--- src/rtl/binary_game_core_pkg.sv ---
// Shared definitions for the binary-number game engine: state encodings,
// LFSR tap mask and the per-level round-time rule.
package binary_game_core_pkg;

  typedef enum logic [1:0] {
    ST_IDLE = 2'b00,
    ST_PLAY = 2'b01,
    ST_WIN  = 2'b10,
    ST_OVER = 2'b11
  } state_t;

  // Fibonacci taps 16,14,13,11 expressed as a mask over bits 15,13,12,10
  localparam logic [15:0] LFSR_TAPS = 16'hB400;

  // Round time for a level: start time minus the per-level step, never below the floor
  function automatic int round_time(input int lvl, input int start_t,
                                    input int step_t, input int min_t);
    int dec;
    dec = lvl * step_t;
    if (dec >= start_t) begin
      return min_t;
    end else if ((start_t - dec) < min_t) begin
      return min_t;
    end else begin
      return start_t - dec;
    end
  endfunction

endpackage

--- src/rtl/binary_game_core_if.sv ---
// Player/display side of the game engine: button pulses and switches in,
// target, timer, score and event pulses out.
interface binary_game_core_if #(
  parameter int NUM_W  = 4,
  parameter int TIME_W = 5
);
  logic              start;
  logic              guess;
  logic [NUM_W-1:0]  switch;
  logic [NUM_W-1:0]  target;
  logic [TIME_W-1:0] timeleft;
  logic [7:0]        level;
  logic [2:0]        lives;
  logic [1:0]        state;
  logic              hit;
  logic              miss;

  modport master (
    output start, guess, switch,
    input  target, timeleft, level, lives, state, hit, miss
  );

  modport slave (
    input  start, guess, switch,
    output target, timeleft, level, lives, state, hit, miss
  );
endinterface

--- src/rtl/binary_game_core_lfsr16.sv ---
// Free-running 16-bit Fibonacci LFSR; only the low OUT_W bits are exported.
module binary_game_core_lfsr16
  import binary_game_core_pkg::*;
#(
  parameter logic [15:0] SEED  = 16'hACE1,
  parameter int          OUT_W = 16
) (
  input  logic             clk,
  input  logic             rst,
  output logic [OUT_W-1:0] out
);

  logic [15:0] lfsr_r;

  // Shift one position every clock, feeding back the XOR of the tapped bits
  always_ff @(posedge clk or posedge rst) begin
    if (rst) begin
      lfsr_r <= SEED;
    end else begin
      lfsr_r <= {lfsr_r[14:0], ^(lfsr_r & LFSR_TAPS)};
    end
  end

  assign out = lfsr_r[OUT_W-1:0];

endmodule

--- src/rtl/binary_game_core.sv ---
// Binary-number game engine: draws targets, runs the per-round countdown,
// judges guesses and tracks level, lives and win/loss.
module binary_game_core
  import binary_game_core_pkg::*;
#(
  parameter int          NUM_W         = 4,
  parameter int          LEVELS        = 8,
  parameter int          LIVES         = 3,
  parameter int          TIME_W        = 5,
  parameter int          START_TIME    = 20,
  parameter int          TIME_STEP     = 2,
  parameter int          MIN_TIME      = 3,
  parameter int          TICKS_PER_SEC = 50000000,
  parameter logic [15:0] SEED          = 16'hACE1
) (
  input logic                clk,
  input logic                rst,
  binary_game_core_if.slave  gif
);

  localparam int PRESC_W = (TICKS_PER_SEC > 1) ? $clog2(TICKS_PER_SEC) : 1;
  localparam logic [TIME_W-1:0] RT_FIRST =
    TIME_W'(round_time(0, START_TIME, TIME_STEP, MIN_TIME));

  state_t              state_r;
  logic [NUM_W-1:0]    target_r;
  logic [TIME_W-1:0]   timeleft_r;
  logic [7:0]          level_r;
  logic [2:0]          lives_r;
  logic                hit_r;
  logic                miss_r;
  logic [PRESC_W-1:0]  presc_r;

  logic [NUM_W-1:0]    draw_s;
  logic                tick_s;
  logic                timeout_s;
  logic [8:0]          level_inc_s;
  logic                win_s;
  logic                last_life_s;
  logic [TIME_W-1:0]   rt_cur_s;
  logic [TIME_W-1:0]   rt_next_s;

  binary_game_core_lfsr16 #(
    .SEED  (SEED),
    .OUT_W (NUM_W)
  ) u_lfsr (
    .clk (clk),
    .rst (rst),
    .out (draw_s)
  );

  assign tick_s      = (state_r == ST_PLAY) && (presc_r == PRESC_W'(TICKS_PER_SEC - 1));
  assign timeout_s   = tick_s && (timeleft_r == TIME_W'(1));
  assign level_inc_s = {1'b0, level_r} + 9'd1;
  assign win_s       = (level_inc_s == 9'(LEVELS));
  assign last_life_s = (lives_r == 3'd1);
  assign rt_cur_s    = TIME_W'(round_time(32'(level_r), START_TIME, TIME_STEP, MIN_TIME));
  assign rt_next_s   = TIME_W'(round_time(32'(level_inc_s), START_TIME, TIME_STEP, MIN_TIME));

  // Game FSM: one event per cycle, guess takes priority over a coincident timeout
  always_ff @(posedge clk or posedge rst) begin
    if (rst) begin
      state_r    <= ST_IDLE;
      target_r   <= {NUM_W{1'b0}};
      timeleft_r <= {TIME_W{1'b0}};
      level_r    <= 8'd0;
      lives_r    <= 3'(LIVES);
      hit_r      <= 1'b0;
      miss_r     <= 1'b0;
      presc_r    <= {PRESC_W{1'b0}};
    end else begin
      hit_r  <= 1'b0;
      miss_r <= 1'b0;
      case (state_r)
        ST_IDLE, ST_WIN, ST_OVER: begin
          if (gif.start) begin
            state_r    <= ST_PLAY;
            level_r    <= 8'd0;
            lives_r    <= 3'(LIVES);
            target_r   <= draw_s;
            timeleft_r <= RT_FIRST;
            presc_r    <= {PRESC_W{1'b0}};
          end
        end
        ST_PLAY: begin
          presc_r <= tick_s ? {PRESC_W{1'b0}} : presc_r + PRESC_W'(1);
          if (gif.guess && (gif.switch == target_r)) begin
            hit_r   <= 1'b1;
            level_r <= level_inc_s[7:0];
            if (win_s) begin
              // timer and target freeze on the final value
              state_r <= ST_WIN;
            end else begin
              target_r   <= draw_s;
              timeleft_r <= rt_next_s;
              presc_r    <= {PRESC_W{1'b0}};
            end
          end else if (gif.guess || timeout_s) begin
            miss_r  <= 1'b1;
            lives_r <= lives_r - 3'd1;
            if (last_life_s) begin
              state_r <= ST_OVER;
            end else begin
              target_r   <= draw_s;
              timeleft_r <= rt_cur_s;
              presc_r    <= {PRESC_W{1'b0}};
            end
          end else if (tick_s) begin
            timeleft_r <= timeleft_r - TIME_W'(1);
          end
        end
        default: begin
          state_r <= ST_IDLE;
        end
      endcase
    end
  end

  assign gif.target   = target_r;
  assign gif.timeleft = timeleft_r;
  assign gif.level    = level_r;
  assign gif.lives    = lives_r;
  assign gif.state    = state_r;
  assign gif.hit      = hit_r;
  assign gif.miss     = miss_r;

endmodule
--- src/flat_wrapper.sv ---
// flat-port wrapper written by rule: the top's interface ports become plain ports
module binary_game_core_flat import binary_game_core_pkg::*;
#(
  parameter int          NUM_W         = 4,
  parameter int          LEVELS        = 8,
  parameter int          LIVES         = 3,
  parameter int          TIME_W        = 5,
  parameter int          START_TIME    = 20,
  parameter int          TIME_STEP     = 2,
  parameter int          MIN_TIME      = 3,
  parameter int          TICKS_PER_SEC = 50000000,
  parameter logic [15:0] SEED          = 16'hACE1
)
  (clk, rst, gif_start, gif_guess, gif_switch, gif_target, gif_timeleft, gif_level, gif_lives, gif_state, gif_hit, gif_miss);
  binary_game_core_if #(.NUM_W(NUM_W), .TIME_W(TIME_W)) gif_i ();
  input logic clk;
  input logic rst;
  input wire logic [$bits(gif_i.start)-1:0] gif_start;
  input wire logic [$bits(gif_i.guess)-1:0] gif_guess;
  input wire logic [$bits(gif_i.switch)-1:0] gif_switch;
  output wire logic [$bits(gif_i.target)-1:0] gif_target;
  output wire logic [$bits(gif_i.timeleft)-1:0] gif_timeleft;
  output wire logic [$bits(gif_i.level)-1:0] gif_level;
  output wire logic [$bits(gif_i.lives)-1:0] gif_lives;
  output wire logic [$bits(gif_i.state)-1:0] gif_state;
  output wire logic [$bits(gif_i.hit)-1:0] gif_hit;
  output wire logic [$bits(gif_i.miss)-1:0] gif_miss;
  assign gif_i.start = gif_start;
  assign gif_i.guess = gif_guess;
  assign gif_i.switch = gif_switch;
  assign gif_target = gif_i.target;
  assign gif_timeleft = gif_i.timeleft;
  assign gif_level = gif_i.level;
  assign gif_lives = gif_i.lives;
  assign gif_state = gif_i.state;
  assign gif_hit = gif_i.hit;
  assign gif_miss = gif_i.miss;
  binary_game_core #(.NUM_W(NUM_W), .LEVELS(LEVELS), .LIVES(LIVES), .TIME_W(TIME_W), .START_TIME(START_TIME), .TIME_STEP(TIME_STEP), .MIN_TIME(MIN_TIME), .TICKS_PER_SEC(TICKS_PER_SEC), .SEED(SEED)) u_core (.clk(clk), .rst(rst), .gif(gif_i));
endmodule
--- config.mk ---
export PLATFORM = sky130hd
export DESIGN_NAME = binary_game_core_flat
export DESIGN_NICKNAME = d
export VERILOG_FILES = /design/src/rtl/binary_game_core_pkg.sv /design/src/rtl/binary_game_core_if.sv /design/src/rtl/binary_game_core_lfsr16.sv /design/src/rtl/binary_game_core.sv /design/src/flat_wrapper.sv
export SDC_FILE = /design/constraint.sdc
export NUM_CORES = 1
export LEC_CHECK = 0
export BUFFER_PORTS_ARGS = -buffer_cell sky130_fd_sc_hd__buf_2
export CAP_MARGIN = 20
export CELL_PAD_IN_SITES_DETAIL_PLACEMENT = 0
export CELL_PAD_IN_SITES_GLOBAL_PLACEMENT = 1
export CORE_AREA = 4 4 93 95
export CTS_BUF_LIST = sky130_fd_sc_hd__clkbuf_2 sky130_fd_sc_hd__clkbuf_4 sky130_fd_sc_hd__clkbuf_8
export DETAILED_ROUTE_END_ITERATION = 7
export DIE_AREA = 0 0 97 99
export PLACE_DENSITY_LB_ADDON = 0.08
export SLEW_MARGIN = 20
export SYNTH_ARGS = -nofsm -noshare
export SYNTH_HDL_FRONTEND = slang
export SYNTH_SLANG_ARGS = --single-unit
export TNS_END_PERCENT = 20
--- constraint.sdc ---
create_clock -name clk -period 3.24 [get_ports clk]
set_clock_uncertainty 0.2 [all_clocks]
set_input_delay 0.648 -clock clk [delete_from_list [all_inputs] [get_ports clk]]
set_output_delay 0.648 -clock clk [all_outputs]
set_load 0.02 [all_outputs]
Yosys cells after proc, flatten, opt, wreduce, memory -nomap -nowiden

Cells that the tools add are included.

$lt $le $gt $ge: 4
Reductions and logical operators: 12
Add/sub/neg operators: 6
Eq/ne operators: 19
Muxes and demuxes: 42

Operators with widths:

| kind                                                                                 | count |
|---|---|
| 26-bit 2-to-1 mux                                                                    | 6 |
| 26-bit case mux with 2 select lines                                                  | 1 |
| 5-bit 2-to-1 mux                                                                     | 10 |
| 26-bit by 1-bit adder with 26-bit output, second input constant                      | 1 |
| 26-bit equality test, second input constant                                          | 1 |
| 4-bit 2-to-1 mux                                                                     | 5 |
| 8-bit 2-to-1 mux                                                                     | 2 |
| 8-bit case mux with 2 select lines                                                   | 1 |
| 16-bit XOR reduction                                                                 | 1 |
| 4-bit AND reduction                                                                  | 3 |
| 11-bit by 3-bit < comparator with 1-bit output, second input constant                | 1 |
| 5-bit by 10-bit subtractor with 11-bit output, first input constant                  | 1 |
| 10-bit by 5-bit greater-or-equal comparator with 1-bit output, second input constant | 1 |
| 10-bit by 3-bit < comparator with 1-bit output, second input constant                | 1 |
| 2-bit 2-to-1 mux                                                                     | 5 |
| 5-bit case mux with 2 select lines                                                   | 1 |
| 5-bit by 9-bit subtractor with 10-bit output, first input constant                   | 1 |
| 8-bit by 1-bit adder with 9-bit output, second input constant                        | 1 |
| 9-bit by 4-bit equality test with 1-bit output, second input constant                | 1 |
| 9-bit by 5-bit greater-or-equal comparator with 1-bit output, second input constant  | 1 |
| 3-bit 2-to-1 mux                                                                     | 3 |
| 3-bit inequality test, second input constant                                         | 3 |
| 2-bit inequality test, second input constant                                         | 4 |
| 4-bit case mux with 2 select lines                                                   | 1 |
| 19 further kinds                                                                     | 27 |

Word-level logic and storage cells: 92
Bits in registers: 66
Input bits: 8
Output and inout bits: 24

Logic depth before layout (Yosys ltp)

Gate-level depths: netlist of run 1.

Word-level depth: 8
Mapped depth: 10
Depth with buffers taken out: 8

By module

A second synthesis of run 1 with hierarchy kept.

Cells, all modules: 389
Area total of the unflattened synthesis: 3697.3 sq um

Modules (own cells, without submodules):

| module                  | sequential area each (sq um) | instances | cells each | area each (sq um) |
|---|---|---|---|---|
| binary_game_core        | 1253.7                       | 1         | 365        | 3226.8 |
| binary_game_core_lfsr16 | 410.4                        | 1         | 24         | 470.5 |

Worst setup path before layout of run 1

Ideal clock, no wire load.

Kind: flip-flop to flip-flop
Start point: register u_core.level_r[0] (netlist: u_core.gif.level[0])
End point: register u_core.timeleft_r[1] (netlist: u_core.gif.timeleft[1])
Cell stages (with the launch flop): 10
Data required time: 2.918 ns
Buffers on the path: 2
Arrival: 2.393 ns
Path slack: 0.525 ns
Library setup time: 0.122 ns
Clock period less this slack: 2.715 ns
Path through: dfrtp_1 > buf_4 > inv_1 > ha_1 > clkbuf_1 > o21ai_0 > o21ai_1 > a2111oi_2 > mux2i_1 > a32o_1

Word-level cells in the longest chain between the ends: 8
Elaborated cells on any way between the ends: 19
Those cells by class: add/sub: 3; order compare: 4; eq/ne: 2; mux: 9; reduce/logical: 1

Ends and longest elaborated chain:

| what                                                                                                            | RTL line                                               | RTL |
|---|---|---|
| start: declaration                                                                                              | binary_game_core.sv:28                                 | `logic [7:0] level_r;` |
| start signal: assignment                                                                                        | binary_game_core.sv:89                                 | `level_r <= level_inc_s[7:0];` |
| 8-bit by 1-bit adder with 9-bit output or 5-bit by 9-bit subtractor with 10-bit output (tied branches)          | binary_game_core.sv:54, binary_game_core_pkg.sv:22     |  |
| 5-bit by 10-bit subtractor with 11-bit output or 10-bit by 3-bit < comparator with 1-bit output (tied branches) | binary_game_core_pkg.sv:22                             | `end else if ((start_t - dec) < min_t) begin` |
| 11-bit by 3-bit < comparator with 1-bit output or 5-bit 2-to-1 mux (tied branches)                              | binary_game_core_pkg.sv:22                             |  |
| 5-bit 2-to-1 mux, on equally long branches                                                                      | binary_game_core_pkg.sv:22, binary_game_core_pkg.sv:20 |  |
| 5-bit 2-to-1 mux, on equally long branches                                                                      | binary_game_core_pkg.sv:20, binary_game_core.sv:101    |  |
| 5-bit 2-to-1 mux, on equally long branches                                                                      | binary_game_core.sv:90, binary_game_core.sv:98         |  |
| 5-bit 2-to-1 mux                                                                                                | binary_game_core.sv:87                                 | `if (gif.guess && (gif.switch == target_r)) begin` |
| 5-bit case mux with 2 select lines                                                                              | binary_game_core.sv:74                                 | `case (state_r)` |
| end signal: assignment                                                                                          | binary_game_core.sv:95                                 | `timeleft_r <= rt_next_s;` |
| end signal: assignment                                                                                          | binary_game_core.sv:105                                | `timeleft_r <= rt_cur_s;` |
| end signal: assignment                                                                                          | binary_game_core.sv:109                                | `timeleft_r <= timeleft_r - TIME_W'(1);` |
| end: declaration                                                                                                | binary_game_core.sv:27                                 | `logic [TIME_W-1:0] timeleft_r;` |

Several ways; a longest one is shown, not always the timed one. The select of a mux whose other input is x is not followed.
A chain may end at the register's enable or synchronous reset.

Worst setup path after layout of run 1

Start point: register u_core.timeleft_r[1] (netlist: u_core.gif.timeleft[1])
End point: register u_core.timeleft_r[1] (netlist: u_core.gif.timeleft[1])

Word-level cells in the longest chain between the ends: 6
Elaborated cells on any way between the ends: 11
Those cells by class: add/sub: 1; eq/ne: 3; mux: 4; reduce/logical: 3

Ends and longest elaborated chain:

| what                                                                                | RTL line                | RTL |
|---|---|---|
| start signal: assignment                                                            | binary_game_core.sv:65  | `timeleft_r <= {TIME_W{1'b0}};` |
| start signal: assignment                                                            | binary_game_core.sv:95  |  |
| start signal: assignment                                                            | binary_game_core.sv:105 |  |
| branches (longest 6 deep; another with 5-bit by 1-bit subtractor with 5-bit output) | --                      |  |

Several ways; the timed one is not identified. The select of a mux whose other input is x is not followed.

==> flow_summary.rst, run 1 <==
.. list-table::
   :header-rows: 1

   * - Metric
     - Value
   * - Die Wd
     - 97 um
   * - Transition at the pin with the smallest max-transition slack
     - 630 ps
   * - Data arrival, critical path
     - 2810 ps
   * - Number of distinct library cells after synthesis
     - 69
   * - Warnings from Yosys
     - 0
   * - Met3 GRT Util
     - 4.39%
   * - Clock Root Buffer
     - sky130_fd_sc_hd__clkbuf_8
   * - Via count of the first global-routing pass
     - 2926
   * - Most common cell after layout, fill and taps aside
     - sky130_fd_sc_hd__dfrtp_1
   * - CP Capture Type
     - flop
   * - Gp weighted congestion
     - 0.813
   * - Proportion of synthesized chip area in sequential cells
     - 44.0%
   * - DRC errors left
     - 0
   * - Starting density of the core
     - 48.9%
   * - Path depth of the worst reg2reg path
     - 9
   * - I/O pin cnt
     - 32
   * - 1st-pass router iterations
     - 4
   * - Total leakage power
     - 1.88 nW
   * - FF-to-FF setup slack
     - 480 ps
   * - GRT overflow
     - 0
   * - Post-synth EDFFs
     - 0
   * - Fillcell total
     - 720
   * - Die Y-Extent
     - 99 um
   * - Post-route ant nets
     - 0
   * - Met2 Resource Use GR
     - 31.8%
   * - Worst voltage drop across the vdd grid
     - 0.000300 V
   * - TritonCTS clock tree
     - done
   * - Number of sinks handled by clock tree synthesis
     - 66
   * - Setup-violating endpoint count in the final report
     - 0
   * - Power density of the placed cells
     - 627 nW/um^2
   * - Clock-pin slew on the worst setup and hold paths
     - 80 ps
   * - Result of the run
     - complete, no violations
   * - Number of buffers between clock root and the deepest sink
     - 2
   * - Post-Synthesis Cell Area
     - 3780 um^2
   * - Number of gates resized after cts
     - 0
   * - Post-cts hold buffer count
     - 0
   * - RSZ-0062 raised after global routing
     - no
   * - Max-slew violations
     - 0
   * - Most used cells in the layout excluding fill and tap cells
     - sky130_fd_sc_hd__dfrtp_1 (56), sky130_fd_sc_hd__nand3_1 (37), sky130_fd_sc_hd__nand2_1 (32)
   * - Fin. Hold Viols
     - 0
   * - Worst Hold Slack
     - 158 ps
   * - Multi-input logic area
     - 1930 um^2
   * - CTS buffer count
     - 9
   * - Sequential cell area
     - 1660 um^2
   * - Most used flip-flop cell after synthesis
     - sky130_fd_sc_hd__dfrtp_1
   * - Via count
     - 2915
   * - Net Count, Synth
     - 394
   * - Post-Syn Instances
     - 376
   * - Slew headroom
     - 57.7%
   * - Post-CTS setup buffers
     - 0
   * - First-pass GRT wire length
     - 14.4 mm
   * - Maximum number of pins on one net before global-route repair
     - 67
   * - Class of the tightest hold or removal check
     - input pin to asynchronous set/reset pin
   * - Area growth from synthesis to layout
     - 12.1%
   * - WL per Instance
     - 16.3 um
   * - Post-Route Setup TNS
     - 0 ps
   * - Clock latency at the later pin of the worst-skew pair
     - 350 ps
   * - Met1 usage
     - 23.0%
   * - Share of cells above drive strength 1
     - 23.1%
   * - Violation count after the first detailed-routing iteration
     - 100
   * - Global routing usage summed across all routing layers
     - 18.4%
   * - Antenna violations before repair
     - 0
   * - Antenna diode count
     - 0
   * - Type of element launching the critical path
     - flop
   * - Fraction of synthesis flops using an asynchronous set or reset pin
     - 100%
   * - Maximum achievable frequency
     - 362 MHz
   * - Full die area
     - 9600 um^2
   * - Number of H-tree levels
     - 3
   * - Most Used Layer, Global Route
     - met2
   * - Placeable Area
     - 7730 um^2
   * - Detailed Route WL
     - 8.46 mm
   * - Final period util
     - 85.3%
   * - CP Max Fanout
     - 8
   * - Final nets
     - 429
   * - Number of max-cap violations
     - 0
   * - Average size of a mapped cell
     - 10.1 um^2
   * - Placement Rows
     - 32
   * - Min Tclk post-route
     - 2760 ps
   * - Crit Path Category
     - flop to flop
   * - Required time reported for the critical path endpoint
     - 3290 ps
   * - Vias per std cell
     - 5.63
   * - Flop and latch count out of synthesis
     - 66
   * - Count of buffers inserted at the top-level ports
     - 31
   * - Detailed placer's ending HPWL
     - 5.84 mm
-- cell type report --
class | instances | share of cell area (%)
clock inverter | 7 | 1.86
multi-input combinational | 273 | 45.5
clock buffer | 9 | 2.92
inverter | 21 | 1.86
sequential | 66 | 39.3
tap | 102 | 3.01
timing repair buffer | 40 | 5.55
-- path summary, 6_finish.rpt --
kind                                                          from                                 end
worst max-delay path            u_core.gif.timeleft[1]$_DFFE_PP0P_  u_core.gif.timeleft[1]$_DFFE_PP0P_
worst min-delay path                                           rst       u_core.presc_r[4]$_DFFE_PP0N_
worst max register to register  u_core.gif.timeleft[1]$_DFFE_PP0P_  u_core.gif.timeleft[1]$_DFFE_PP0P_
worst min register to register   u_core.u_lfsr.lfsr_r[9]$_DFF_PP0_  u_core.u_lfsr.lfsr_r[10]$_DFF_PP1_
max in group asynchronous                                      rst     u_core.gif.lives[1]$_DFFE_PP1P_
min in group clk                 u_core.u_lfsr.lfsr_r[9]$_DFF_PP0_  u_core.u_lfsr.lfsr_r[10]$_DFF_PP1_
-- registers in the layout, summed over array words and instances (netlist names) --
signal                flops
u_core.gif.timeleft       5
u_core.gif.miss           1
u_core.gif.state          2
u_core.gif.lives          3
u_core.gif.level          8
u_core.presc_r           26
u_core.gif.hit            1
u_core.gif.target         4
u_core.u_lfsr.lfsr_r     16
-- worst max-delay path, stage by stage, from the launching register on --
cell	delay, ps
sky130_fd_sc_hd__dfrtp_1	420
sky130_fd_sc_hd__inv_1	90
sky130_fd_sc_hd__ha_1	130
sky130_fd_sc_hd__nor4b_1	370
sky130_fd_sc_hd__nand4bb_1	210
sky130_fd_sc_hd__o21ai_2	340
sky130_fd_sc_hd__buf_4	220
sky130_fd_sc_hd__o2111a_1	280
sky130_fd_sc_hd__mux2i_1	110
sky130_fd_sc_hd__a32o_1	290
-- cell usage after synthesis (all sizes together) (2+ instances only) --
cell	n	area, um^2
a2111oi	2	42.5
a21bo	2	20.0
a21o	5	37.5
a21oi	14	70.1
a221o	4	41.3
a221oi	3	32.5
a22o	4	35.0
a22oi	2	15.0
and2	7	43.8
and3	5	36.3
and4	5	43.8
buf	10	86.3
clkbuf	6	22.5
dfrtp	56	1400
dfstp	10	263
ha	10	125
inv	21	78.8
mux2	4	45.0
mux2i	6	63.8
nand2	32	120
nand2b	4	25.0
nand3	37	185
nand3b	2	15.0
nand4	6	43.8
nor2	23	86.3
nor2b	5	31.3
nor3	4	25.0
nor4	3	25.0
nor4b	3	32.5
o2111a	2	22.5
o211ai	2	15.0
o21ai	25	129
o22a	5	43.8
o311ai	10	133
o31ai	2	28.8
o41ai	3	41.3
or2	2	12.5
or3	2	12.5
xnor2	8	70.1
xor2	9	78.8
-- metrics by stage --
step | instance area, um^2 | power [mW] | util (%) | setup WS (ps) | cells
2_1_floorplan | 3780 | 1.73 | - | 525 | 376
3_3_place_gp | 4040 | 1.96 | 52.2 | 391 | 502
3_5_place_dp | 4040 | 1.96 | 52.2 | 365 | 502
4_1_cts | 4240 | 2.69 | 54.9 | 452 | 518
5_1_grt | 4240 | 2.84 | 54.9 | 204 | 518
6_report | 4240 | 2.66 | 54.9 | 477 | 518
-- kinds of logic (layout without fill, tap and decap cells) --
group / after synthesis / in the layout / synth area share, %
flops: 66 / 66 / 44.0
xor+xnor: 17 / 17 / 3.94
compound gates: 92 / 92 / 20.4
mux: 10 / 10 / 2.88
fa+ha+maj: 10 / 10 / 3.31
simple gates: 144 / 144 / 20.5
buf+inv: 37 / 77 / 4.96
-- power by group --
part	total (mW)	internal, mW	switching [mW]
Sequential	1.01	0.913	0.0932
Combinational	0.941	0.359	0.582
Clock	0.712	0.362	0.351
-- layer usage --
metal | vias up | wire length, um
met3 | 8 | 245
met4 | 0 | 101
li1 | 1441 | -
met2 | 33 | 4230
met5 | - | 0
met1 | 1433 | 3880
Power figures use the tool's default switching activity.
==> run 2: changes to the inputs <==
--- a/config.mk
+++ b/config.mk
@@ -9,10 +9,10 @@
 export CAP_MARGIN = 20
 export CELL_PAD_IN_SITES_DETAIL_PLACEMENT = 0
 export CELL_PAD_IN_SITES_GLOBAL_PLACEMENT = 1
-export CORE_AREA = 4 4 93 95
+export CORE_AREA = 4 4 91 93
 export CTS_BUF_LIST = sky130_fd_sc_hd__clkbuf_2 sky130_fd_sc_hd__clkbuf_4 sky130_fd_sc_hd__clkbuf_8
 export DETAILED_ROUTE_END_ITERATION = 7
-export DIE_AREA = 0 0 97 99
+export DIE_AREA = 0 0 95 97
 export PLACE_DENSITY_LB_ADDON = 0.08
 export SLEW_MARGIN = 20
 export SYNTH_ARGS = -nofsm -noshare
==> constraint.sdc (replaced) <==
create_clock -name clk -period 3.2 [get_ports clk]
set_clock_uncertainty 0.2 [all_clocks]
set_input_delay 0.64 -clock clk [delete_from_list [all_inputs] [get_ports clk]]
set_output_delay 0.64 -clock clk [all_outputs]
set_load 0.02 [all_outputs]
==> flow_summary.rst, run 2 (same netlist as run 1, synthesis figures left out) <==
.. list-table::
   :header-rows: 1

   * - Metric
     - Value
   * - Result of the run
     - complete, no violations
   * - Clock-pin slew on the worst setup and hold paths
     - 70 ps
   * - Starting density of the core
     - 50.2%
   * - Start point of the critical path
     - u_core.gif.timeleft[1]$_DFFE_PP0P_
   * - Detailed Route WL
     - 8.18 mm
   * - Number of max-cap violations
     - 0
   * - TritonCTS clock tree
     - done
   * - Most common cell after layout, fill and taps aside
     - sky130_fd_sc_hd__dfrtp_1
   * - Family of cells with the greatest summed delay on the critical path
     - compound AO/OA/AOI/OAI gates
   * - 1st-pass router iterations
     - 5
   * - Share of cells above drive strength 1
     - 23.3%
   * - Crit Path Category
     - flop to flop
   * - WL per Instance
     - 15.8 um
   * - I/O pin cnt
     - 32
   * - Antenna violations before repair
     - 0
   * - Placeable Area
     - 7530 um^2
   * - Reg-to-Reg End
     - u_core.gif.timeleft[1]$_DFFE_PP0P_
   * - Most used cells in the layout excluding fill and tap cells
     - sky130_fd_sc_hd__dfrtp_1 (56), sky130_fd_sc_hd__nand3_1 (37), sky130_fd_sc_hd__nand2_1 (32)
   * - Slew headroom
     - 45.4%
   * - Post-Route Setup TNS
     - 0 ps
   * - Number of flip-flops in the largest register
     - 26
   * - First-pass GRT wire length
     - 13.9 mm
   * - Data arrival, critical path
     - 2860 ps
   * - RSZ-0062 raised after global routing
     - no
   * - Number of buffers between clock root and the deepest sink
     - 2
   * - CP Max Fanout
     - 8
   * - Maximum number of pins on one net before global-route repair
     - 67
   * - DRC errors left
     - 0
   * - Class of the tightest hold or removal check
     - flop to flop
   * - Largest register by flop count
     - u_core.presc_r
   * - Fillcell total
     - 702
   * - Startpoint of the worst hold path
     - u_core.u_lfsr.lfsr_r[5]$_DFF_PP1_
   * - FF-to-FF setup slack
     - 370 ps
   * - Sequential cell area
     - 1660 um^2
   * - Launch instance of the worst register-to-register path
     - u_core.gif.timeleft[1]$_DFFE_PP0P_
   * - Number of cells on the critical path
     - 9
   * - Antenna diode count
     - 0
   * - Maximum achievable frequency
     - 354 MHz
   * - Die Y-Extent
     - 97 um
   * - Final nets
     - 430
   * - Power density of the placed cells
     - 648 nW/um^2
   * - Vias per std cell
     - 5.62
   * - Master of the slowest instance on the critical path
     - sky130_fd_sc_hd__dfrtp_1
   * - Critical path destination
     - u_core.gif.timeleft[1]$_DFFE_PP0P_
   * - Full die area
     - 9220 um^2
   * - Post-CTS setup buffers
     - 0
   * - Type of element launching the critical path
     - flop
   * - Gp weighted congestion
     - 0.766
   * - Multi-input logic area
     - 1930 um^2
   * - Number of sinks handled by clock tree synthesis
     - 66
   * - Design Power
     - 2.77 mW
   * - Via count of the first global-routing pass
     - 2808
   * - Min Tclk post-route
     - 2830 ps
   * - Area growth from synthesis to layout
     - 12.8%
   * - Number of H-tree levels
     - 3
   * - Worst voltage drop across the vdd grid
     - 0.000247 V
   * - Die Wd
     - 95 um
   * - Maximum single-stage delay on the critical path
     - 420 ps
   * - Global routing usage summed across all routing layers
     - 19.2%
   * - Path depth of the worst reg2reg path
     - 9
   * - Buf/Inv on CP
     - 2
   * - Fin. Hold Viols
     - 0
   * - Total leakage power
     - 1.90 nW
   * - Critical-path cell list
     - inv_1, ha_1, nor4b_1, nand4bb_1, o21ai_2, buf_4, o2111a_1, mux2i_1, a32o_1
   * - Transition at the pin with the smallest max-transition slack
     - 818 ps
   * - Required time reported for the critical path endpoint
     - 3230 ps
   * - Post-route ant nets
     - 0
   * - Placement Rows
     - 32
   * - Clock Root Buffer
     - sky130_fd_sc_hd__clkbuf_8
   * - Detailed placer's ending HPWL
     - 5.74 mm
   * - Violation count after the first detailed-routing iteration
     - 153
   * - Max-slew violations
     - 0
   * - GRT overflow
     - 0
   * - CTS buffer count
     - 9
   * - Count of buffers inserted at the top-level ports
     - 31
   * - Post-cts hold buffer count
     - 0
   * - Setup-violating endpoint count in the final report
     - 0
   * - CP Capture Type
     - flop
   * - Number of gates resized after cts
     - 0
   * - Final period util
     - 88.4%
   * - Clock latency at the later pin of the worst-skew pair
     - 350 ps
   * - Via count
     - 2917
[run 2: routing by layer]
metal / up-vias / wire length (um) / GRT usage (%)
li1: 1449 / - / -
met3: 5 / 238 / 4.98
met5: - / 0 / 0
met1: 1421 / 3780 / 25.2
met2: 42 / 4110 / 31.5
met4: 0 / 61 / 4.44
[run 2: power breakdown]
part           internal [mW]  switching [mW]  leakage, nW
registers              0.925          0.0913        0.863
clock network          0.445           0.344        0.114
logic                  0.375           0.584        0.922
[run 2: worst min-delay path by stage]
stage / cells past startpoint / endpoint
after floorplan: 0 / u_core.u_lfsr.lfsr_r[9]$_DFF_PP0_
after detailed placement: 0 / u_core.u_lfsr.lfsr_r[15]$_DFF_PP1_
final: 0 / u_core.u_lfsr.lfsr_r[6]$_DFF_PP1_
after global placement: 0 / u_core.u_lfsr.lfsr_r[5]$_DFF_PP1_
after global routing: 0 / u_core.u_lfsr.lfsr_r[6]$_DFF_PP1_
after CTS: 0 / u_core.u_lfsr.lfsr_r[6]$_DFF_PP1_
[run 2: worst reg2reg max path, stage by stage, from the launching register on]
cell and delay [ps]:
sky130_fd_sc_hd__dfrtp_1 420, sky130_fd_sc_hd__inv_1 100, sky130_fd_sc_hd__ha_1 140, sky130_fd_sc_hd__nor4b_1 400, sky130_fd_sc_hd__nand4bb_1 210, sky130_fd_sc_hd__o21ai_2 350
sky130_fd_sc_hd__buf_4 230, sky130_fd_sc_hd__o2111a_1 290, sky130_fd_sc_hd__mux2i_1 110, sky130_fd_sc_hd__a32o_1 290
[run 2: per-stage QoR]
stage / hold slack, ps / instances / cell area, um^2 / worst slack (ps) / utilization (%)
after floorplan: 131 / 376 / 3780 / 485 / -
after global placement: 135 / 503 / 4040 / 364 / 53.7
after detailed placement: 142 / 503 / 4040 / 325 / 53.7
after CTS: 152 / 519 / 4270 / 382 / 56.7
after global routing: 162 / 519 / 4270 / 181 / 56.7
final: 153 / 519 / 4270 / 371 / 56.7
[run 2: cell type report]
type | instances | area share, %
Multi-Input combinational cell | 273 | 45.2
Timing Repair Buffer | 41 | 5.69
Clock inverter | 7 | 2.35
Sequential cell | 66 | 39.0
Clock buffer | 9 | 2.90
Inverter | 21 | 1.85
Tap cell | 102 | 2.99
==> run 3: changes to the inputs <==
--- a/config.mk
+++ b/config.mk
@@ -7,13 +7,11 @@
 export LEC_CHECK = 0
 export BUFFER_PORTS_ARGS = -buffer_cell sky130_fd_sc_hd__buf_2
 export CAP_MARGIN = 20
-export CELL_PAD_IN_SITES_DETAIL_PLACEMENT = 0
-export CELL_PAD_IN_SITES_GLOBAL_PLACEMENT = 1
-export CORE_AREA = 4 4 91 93
+export CORE_AREA = 4 4 81 83
 export CTS_BUF_LIST = sky130_fd_sc_hd__clkbuf_2 sky130_fd_sc_hd__clkbuf_4 sky130_fd_sc_hd__clkbuf_8
 export DETAILED_ROUTE_END_ITERATION = 7
-export DIE_AREA = 0 0 95 97
-export PLACE_DENSITY_LB_ADDON = 0.08
+export DIE_AREA = 0 0 85 87
+export PLACE_DENSITY = 0.85
 export SLEW_MARGIN = 20
 export SYNTH_ARGS = -nofsm -noshare
 export SYNTH_HDL_FRONTEND = slang
==> flow_summary.rst, run 3 (same netlist as run 1, synthesis figures left out) <==
.. list-table::
   :header-rows: 1

   * - Metric
     - Value
   * - Number of sinks handled by clock tree synthesis
     - 66
   * - DRC errors left
     - 0
   * - Most used cells in the layout excluding fill and tap cells
     - sky130_fd_sc_hd__dfrtp_1 (56), sky130_fd_sc_hd__nand3_1 (37), sky130_fd_sc_hd__nand2_1 (32)
   * - Post-Route Setup TNS
     - 0 ps
   * - Die Wd
     - 85 um
   * - Setup-violating endpoint count in the final report
     - 0
   * - WL per Instance
     - 17.0 um
   * - Design Power
     - 2.64 mW
   * - GRT overflow
     - 0
   * - Master of the slowest instance on the critical path
     - sky130_fd_sc_hd__dfrtp_1
   * - Number of max-cap violations
     - 0
   * - Antenna diode count
     - 0
   * - Transition at the pin with the smallest max-transition slack
     - 770 ps
   * - Most common cell after layout, fill and taps aside
     - sky130_fd_sc_hd__dfrtp_1
   * - Vias per std cell
     - 6.31
   * - Maximum number of pins on one net before global-route repair
     - 67
   * - Via count
     - 3097
   * - Power density of the placed cells
     - 631 nW/um^2
   * - Full die area
     - 7400 um^2
   * - Antenna violations before repair
     - 0
   * - Critical-path cell list
     - inv_1, ha_1, nor4b_2, nand4bb_1, o21ai_2, buf_4, o2111a_1, mux2i_1, a32o_1
   * - Via count of the first global-routing pass
     - 3029
   * - Max-slew violations
     - 0
   * - First-pass GRT wire length
     - 14.0 mm
   * - Fin. Hold Viols
     - 0
   * - CP Max Fanout
     - 9
   * - I/O pin cnt
     - 32
   * - Worst voltage drop across the vdd grid
     - 0.000489 V
   * - TritonCTS clock tree
     - done
   * - Starting density of the core
     - 64.6%
   * - Number of buffers between clock root and the deepest sink
     - 2
   * - Placement Rows
     - 28
   * - Type of element launching the critical path
     - flop
   * - Detailed Route WL
     - 8.35 mm
   * - Crit Path Category
     - flop to flop
   * - RSZ-0062 raised after global routing
     - no
   * - Routed met1 length
     - 3.61 mm
   * - Post-cts hold buffer count
     - 0
   * - CP Capture Type
     - flop
   * - Data arrival, critical path
     - 2880 ps
   * - DR WL met2
     - 4.13 mm
   * - Post-route ant nets
     - 0
   * - Final nets
     - 429
   * - Met3 wirelength from detailed routing
     - 393 um
   * - Maximum single-stage delay on the critical path
     - 430 ps
   * - Uppermost signal routing layer after detailed routing
     - met4
   * - Clock latency at the later pin of the worst-skew pair
     - 360 ps
   * - Largest register by flop count
     - u_core.presc_r
   * - Global routing usage summed across all routing layers
     - 23.7%
   * - Count of buffers inserted at the top-level ports
     - 31
   * - Slew headroom
     - 48.5%
   * - Fillcell total
     - 404
   * - Maximum achievable frequency
     - 353 MHz
   * - Number of flip-flops in the largest register
     - 26
   * - Detailed placer's ending HPWL
     - 5.79 mm
   * - Required time reported for the critical path endpoint
     - 3250 ps
   * - FF-to-FF setup slack
     - 370 ps
   * - Violation count after the first detailed-routing iteration
     - 227
   * - Total leakage power
     - 1.87 nW
   * - Number of H-tree levels
     - 3
   * - Area growth from synthesis to layout
     - 10.8%
   * - 1st-pass router iterations
     - 4
   * - Share of cells above drive strength 1
     - 23.3%
   * - Result of the run
     - complete, no violations
   * - Placeable Area
     - 5850 um^2
   * - CTS buffer count
     - 9
   * - Clock Root Buffer
     - sky130_fd_sc_hd__clkbuf_8
   * - Final period util
     - 88.5%
   * - Die Y-Extent
     - 87 um
   * - Gp weighted congestion
     - 0.799
   * - Class of the tightest hold or removal check
     - input pin to asynchronous set/reset pin
   * - Clock-pin slew on the worst setup and hold paths
     - 80 ps
   * - Min Tclk post-route
     - 2830 ps
-- run 3: cell count changes in the layout (fill, tap and decap cells not counted) --
| cell | change |
|---|---|
| sky130_fd_sc_hd__buf_4 | -1 |
| sky130_fd_sc_hd__clkinv_2 | -1 |
| sky130_fd_sc_hd__nor4b_2 | +1 |
| sky130_fd_sc_hd__inv_6 | +2 |
| sky130_fd_sc_hd__clkinvlp_4 | +2 |
| sky130_fd_sc_hd__nor4b_1 | -1 |
| sky130_fd_sc_hd__bufinv_16 | -2 |
| sky130_fd_sc_hd__clkinv_4 | -1 |
-- run 3: timing repair --
action	CTS	global route
endpoints found under the setup margin	0	1
hold endpoints to repair	0	0
setup buffers	0	0
resized for setup	0	1
-- run 3: final cells by class --
cell class                 count  area [um^2]  area share, %
sequential                    66         1660           39.7
clock inverter                 7         58.8           1.40
clock buffer                   9          124           2.96
multi-input combinational    273         1940           46.2
timing repair buffer          40          235           5.61
inverter                      21         78.8           1.88
tap                           75         93.8           2.24
-- run 3: path summary, 6_finish.rpt --
path | to | depth (start not counted) | from
max in group asynchronous | u_core.gif.lives[0]$_DFFE_PP1P_ | 3 | rst
setup / recovery | u_core.gif.timeleft[1]$_DFFE_PP0P_ | 9 | u_core.gif.timeleft[1]$_DFFE_PP0P_
hold reg to reg | u_core.u_lfsr.lfsr_r[10]$_DFF_PP1_ | 0 | u_core.u_lfsr.lfsr_r[9]$_DFF_PP0_
hold / removal | u_core.u_lfsr.lfsr_r[4]$_DFF_PP0_ | 3 | rst
setup reg to reg | u_core.gif.timeleft[1]$_DFFE_PP0P_ | 9 | u_core.gif.timeleft[1]$_DFFE_PP0P_
min in group clk | u_core.u_lfsr.lfsr_r[10]$_DFF_PP1_ | 0 | u_core.u_lfsr.lfsr_r[9]$_DFF_PP0_
-- run 3: power by group --
part	switching, mW	internal [mW]	total, mW
Combinational	0.595	0.365	0.960
Clock	0.372	0.293	0.664
Sequential	0.0939	0.924	1.02
Total	1.06	1.58	2.64
-- run 3: routing by layer --
| layer | vias up | track usage (%) |
|---|---|---|
| li1 | 1444 | - |
| met1 | 1531 | 30.1 |
| met2 | 101 | 39.1 |
| met3 | 21 | 3.78 |
| met4 | 0 | 12.4 |
| met5 | - | 0 |
-- run 3: through the flow --
| step | setup slack (ps) | cells | utilization [%] | hold WS (ps) | instance area (um^2) |
|---|---|---|---|---|---|
| 6_report | 367 | 491 | 71.6 | 137 | 4190 |
| 5_1_grt | 204 | 491 | 71.6 | 163 | 4190 |
| 4_1_cts | 178 | 491 | 71.5 | 153 | 4190 |
| 3_5_place_dp | 207 | 475 | 68.4 | 138 | 4000 |
| 3_3_place_gp | 422 | 475 | 68.4 | 137 | 4000 |
| 2_1_floorplan | 485 | 376 | - | 131 | 3780 |
-- run 3: worst max-delay path: cells and delay by family (launching register included) --
family | cells | cell delay, ps
AOI/OAI and AO/OA | 3 | 920
adders and majority gates | 1 | 150
buffers and inverters | 2 | 350
DFF | 1 | 430
muxes | 1 | 130
and+or+nand+nor | 2 | 540
